File: config.mk
export PLATFORM = sky130hd
export DESIGN_NAME = io_input_conditioner_flat
export DESIGN_NICKNAME = d
export VERILOG_FILES = /design/src/rtl/io_input_conditioner_if.sv /design/src/rtl/io_input_conditioner.sv /design/src/flat_wrapper.sv
export SDC_FILE = /design/constraint.sdc
export NUM_CORES = 1
export LEC_CHECK = 0
export BUFFER_PORTS_ARGS = -buffer_cell sky130_fd_sc_hd__buf_2
export CORE_ASPECT_RATIO = 1.75
export CORE_MARGIN = 2
export CORE_UTILIZATION = 30
export DETAILED_ROUTE_END_ITERATION = 8
export GPL_TIMING_DRIVEN = 0
export PLACE_DENSITY = 0.55
export SLEW_MARGIN = 10
export SYNTH_ARGS = -nofsm -noshare
export SYNTH_HDL_FRONTEND = slang
export SYNTH_SLANG_ARGS = --single-unit
export TNS_END_PERCENT = 5
File: constraint.sdc
create_clock -name clk -period 3.1 [get_ports clk]
set_clock_uncertainty 0.1 [all_clocks]
set_input_delay 0.465 -clock clk [delete_from_list [all_inputs] [get_ports clk]]
set_output_delay 0.465 -clock clk [all_outputs]
set_load 0.01 [all_outputs]
File: src/rtl/io_input_conditioner_if.sv
// Board-input bundle between the raw DE-board pins and the data-memory IO inputs.
interface io_input_conditioner_if;
  logic [9:0] switchesRaw;
  logic [3:0] keysRaw;
  logic [3:0] clrKeys;
  logic [9:0] switches;
  logic [3:0] keys;
  logic [3:0] keyPressed;
  logic [3:0] keyEdge;

  modport master (
    output switchesRaw, keysRaw, clrKeys,
    input  switches, keys, keyPressed, keyEdge
  );

  modport slave (
    input  switchesRaw, keysRaw, clrKeys,
    output switches, keys, keyPressed, keyEdge
  );
endinterface

File: src/rtl/io_input_conditioner.sv
// Synchronizes and debounces slide switches and push-buttons, and keeps
// sticky press flags plus a one-cycle press pulse for polling software.
module io_input_conditioner #(
  parameter int unsigned DEBOUNCE_CYCLES = 500000,
  parameter int unsigned CNT_BITS        = 20
) (
  input logic               clk,
  input logic               reset,
  io_input_conditioner_if.slave io
);

  localparam int unsigned NumSw  = 10;
  localparam int unsigned NumKey = 4;
  localparam int unsigned NumCh  = NumSw + NumKey;
  localparam logic [CNT_BITS-1:0] CntMax = CNT_BITS'(DEBOUNCE_CYCLES - 1);

  logic [NumCh-1:0]    sync1;
  logic [NumCh-1:0]    sync2;
  logic [NumCh-1:0]    stable;
  logic [CNT_BITS-1:0] cnt [NumCh];
  logic [NumKey-1:0]   keyPressedQ;
  logic [NumKey-1:0]   keyEdgeQ;

  logic [NumCh-1:0]    rawNorm_c;
  logic [NumCh-1:0]    stableNext_c;
  logic [CNT_BITS-1:0] cntNext_c [NumCh];
  logic [NumKey-1:0]   pressEvt_c;

  // Keys are active-low on the board; invert so every channel is active-high.
  assign rawNorm_c = {~io.keysRaw, io.switchesRaw};

  // Per-channel debounce: a differing level must persist DEBOUNCE_CYCLES edges.
  always_comb begin
    stableNext_c = stable;
    for (int unsigned i = 0; i < NumCh; i++) begin
      cntNext_c[i] = '0;
      if (sync2[i] != stable[i]) begin
        if (cnt[i] == CntMax) begin
          stableNext_c[i] = sync2[i];
        end else begin
          cntNext_c[i] = cnt[i] + CNT_BITS'(1);
        end
      end
    end
    pressEvt_c = stableNext_c[NumCh-1 -: NumKey] & ~stable[NumCh-1 -: NumKey];
  end

  always_ff @(posedge clk) begin
    if (reset) begin
      sync1       <= '0;
      sync2       <= '0;
      stable      <= '0;
      keyPressedQ <= '0;
      keyEdgeQ    <= '0;
      for (int unsigned i = 0; i < NumCh; i++) begin
        cnt[i] <= '0;
      end
    end else begin
      sync1    <= rawNorm_c;
      sync2    <= sync1;
      stable   <= stableNext_c;
      keyEdgeQ <= pressEvt_c;
      // A press on the same edge as a clear keeps the flag set.
      keyPressedQ <= (keyPressedQ & ~io.clrKeys) | pressEvt_c;
      for (int unsigned i = 0; i < NumCh; i++) begin
        cnt[i] <= cntNext_c[i];
      end
    end
  end

  assign io.switches   = stable[NumSw-1:0];
  assign io.keys       = stable[NumCh-1 -: NumKey];
  assign io.keyPressed = keyPressedQ;
  assign io.keyEdge    = keyEdgeQ;

endmodule

File: src/flat_wrapper.sv
// flat-port wrapper written by rule: the top's interface ports become plain ports
module io_input_conditioner_flat 
#(
  parameter int unsigned DEBOUNCE_CYCLES = 500000,
  parameter int unsigned CNT_BITS        = 20
)
  (clk, reset, io_switchesRaw, io_keysRaw, io_clrKeys, io_switches, io_keys, io_keyPressed, io_keyEdge);
  io_input_conditioner_if io_i ();
  input logic clk;
  input logic reset;
  input wire logic [$bits(io_i.switchesRaw)-1:0] io_switchesRaw;
  input wire logic [$bits(io_i.keysRaw)-1:0] io_keysRaw;
  input wire logic [$bits(io_i.clrKeys)-1:0] io_clrKeys;
  output wire logic [$bits(io_i.switches)-1:0] io_switches;
  output wire logic [$bits(io_i.keys)-1:0] io_keys;
  output wire logic [$bits(io_i.keyPressed)-1:0] io_keyPressed;
  output wire logic [$bits(io_i.keyEdge)-1:0] io_keyEdge;
  assign io_i.switchesRaw = io_switchesRaw;
  assign io_i.keysRaw = io_keysRaw;
  assign io_i.clrKeys = io_clrKeys;
  assign io_switches = io_i.switches;
  assign io_keys = io_i.keys;
  assign io_keyPressed = io_i.keyPressed;
  assign io_keyEdge = io_i.keyEdge;
  io_input_conditioner #(.DEBOUNCE_CYCLES(DEBOUNCE_CYCLES), .CNT_BITS(CNT_BITS)) u_core (.clk(clk), .reset(reset), .io(io_i));
endmodule
==> run_results.csv <==
group,metric,value,unit
clock_network,cts_buffers,36,
status,status,"finished, final reports clean",
logic_synthesis,synth_warnings,0,
setup_path,arrival,2.89,ns
place,dpl.cell_count,2272,
global_routing,grt_first_pass_wirelength,53.5,mm
logic_synthesis,synth_top_cell_by_area,"dfxtp_1",
layout,layout-drive-gt1-share,0.0864,
die,ioPinCount,42,
clock_network,cts.repair.resized,0,
routing,num_vias,11700,
clock_network,numClockSinks,330,
global_routing,grt_max_degree,14,
routing,viasPerCell,5.01,
die,start_util,0.302,
clock_network,hold_buffers,4,
global_routing,antenna_found_initial,0,
setup_path,crit_fanout,10,
clock_network,post_cts_buffers,0,
logic_synthesis,syn_inst,1638,
routing,post_drt_wl_per_cell,13.4,µm
clock_network,cts-root-buf,"clkbuf_16",
layout,syn2layout_area_growth,15.4,%
logic_synthesis,avgSynthCellArea,8.78,µm²
clock_network,insertion_delay,0.55,ns
timing,tightest_slew,1.05,ns
timing,setup_viol,0,
die,rows,106,
logic_synthesis,synth_cell_types,46,
logic_synthesis,synthesis.nets,1672,
global_routing,grt_pass1_vias,11700,
timing,slew-limit-headroom,0.301,
logic_synthesis,synth_common_cells,"dfxtp_1, nor2_1, nand3_1, xor2_1, nand4_1",
clock_network,clockBufferDepth,3,
clock_network,clkTransAtPathRegs,0.06,ns
timing,rsz0062_at_grt,"no",
power,powerDensity,529,mW/mm²
place,dp_hpwl,22.4,mm
logic_synthesis,seq_area_frac_synth,0.460,
layout,fin_cells,2341,
die,die_area,0.0498,mm²
setup_path,critPathKind,"reg -> reg",
clock_network,cts_tree,"built",
timing,max_freq,389,MHz
timing,slew_viol_final,0,
power,leakagePower,5.05,nW
logic_synthesis,syn_area,0.0144,mm²
routing,postRouteAntennaNets,0,
setup_path,cp-end-kind,"flop",
setup_path,cp-start-kind,"flop",
hold_path,min_path_type,"in -> reg",
place,portBuffers,40,
timing,finalHoldViolations,0,
logic_synthesis,synth-edff-count,0,
logic_synthesis,ys_ff_latch,330,
power,finalPower,0.00878,W
routing,drt_iter0_drc,495,
die,coreArea,0.0476,mm²
logic_synthesis,yosysMostFrequentCell,"dfxtp_1",
layout,n_antenna_cell,0,
power,ir_drop,0.437,mV
setup_path,cp.required,3.42,ns
routing,postRouteWirelength,31.3,mm
layout,final_nets,1754,
job,drv_cap,0,
routing,drc,0,
die,die_w,169,µm
timing,fin_tns_setup,0,ns
timing,period_minus_slack,2.57,ns
timing,period_share,0.828,
global_routing,grt-ovfl-total,0,
timing,hold_slack,0.0479,ns
global_routing,grtUsageTotal,0.127,
die,die_h,294,µm
logic_synthesis,synthTopCellsByArea,"dfxtp_1, nor2_1, xor2_1",
place,place_congestion,0.801,
routing,firstDrtPassIters,4,
clock_network,htreeDepth,2,
logic_synthesis,yosys.area.top_type_share,0.460,
logic_synthesis,ys.flop_type,"dfxtp_1",
logic_synthesis,async_flop_share,0,
==> metal layers <==
| layer | global-route usage | part of all wire | vias to the layer above |
|---|---|---|---|
| met3 | 0.0192 | 0.028 | 66 |
| met1 | 0.130 | 0.40 | 5531 |
| met4 | 0.0538 | 0.034 | 0 |
| met2 | 0.251 | 0.54 | 152 |
| li1 | - | - | 5977 |
| met5 | 0 | 0 | - |
==> path summary, 6_finish.rpt <==
kind                           from                end  slack, ns  cells past startpoint
setup reg to reg  u_core.cnt[0][60]  u_core.cnt[0][69]       0.53                      7
hold / removal    io_switchesRaw[7]    u_core.sync1[7]       0.05                      2
setup / recovery  u_core.cnt[0][60]  u_core.cnt[0][69]       0.53                      7
hold reg to reg     u_core.sync1[6]    u_core.sync2[6]       0.34                      1
==> cells in the final DEF (no fill, tap or decap), types with 5 or more instances in the layout <==
cell type  count
nor2b_1       25
nand2_1       83
and3_1        24
clkinv_2       5
xnor2_1       91
clkbuf_16     36
dfxtp_1      330
buf_2         52
or4b_2         9
ha_1          14
clkbuf_1      38
nor4_1        26
and4_1        28
xor2_1       100
o21ai_0       55
nor2_1       237
and2_1         9
or4_1         54
nand4_1       93
nor3_1        36
nand3_1      100
o31ai_1       27
or3_1         51
a21oi_1       87
clkbuf_8       8
inv_1         43
o21ai_1        5
buf_4          8
nand2b_1      13
==> worst max-delay path: stages, from the launching register on <==
cell and delay [ns]:
dfxtp_1 0.37, ha_1 0.25, and4_1 0.21, clkbuf_1 0.24
nand3_1 0.15, o21bai_1 0.60, clkbuf_1 0.41, nor2_1 0.10
==> power breakdown <==
part / internal [W] / leakage (nW) / switching, W / total (W)
Sequential: 0.00426 / 2.66 / 0.0000130 / 0.00428
Clock: 0.00261 / 0.596 / 0.00178 / 0.00439
Combinational: 0.0000414 / 1.79 / 0.0000701 / 0.000111
Total: 0.00691 / 5.05 / 0.00187 / 0.00878
==> flip-flops by register name, indices dropped and copies added, names as in the netlist <==
signal and cells:
u_core.sync2 14, u_core.io.keyPressed 4, u_core.sync1 14, u_core.stable 14, u_core.cnt 280, u_core.io.keyEdge 4
==> cell type report <==
class,instances,area [µm²]
buffer,52,248
clock buffer,51,1040
clock inverter,14,188
fill,4972,31000
inverter,43,161
multi-input combinational,1213,7360
sequential,330,6610
tap,594,743
timing repair buffer,44,240
==> through the flow <==
stage                     utilization  instance area, µm²  setup WS, ns
final                           0.348               16600         0.532
after global routing            0.348               16600         0.267
after CTS                       0.348               16600         0.482
after detailed placement        0.322               15300         0.144
after global placement          0.322               15300        0.0933
after floorplan                     -               14400          1.00
==> cell families after synthesis <==
kind of cell / Yosys count / share of synthesized area
AOI/OAI and AO/OA: 194 / 0.0795
adders and majority gates: 14 / 0.0122
buffers and inverters: 95 / 0.0285
DFF: 330 / 0.460
xor gates and xnor gates: 191 / 0.116
and+or+nand+nor: 814 / 0.304
Note: power is estimated with default switching activity, not from simulation.
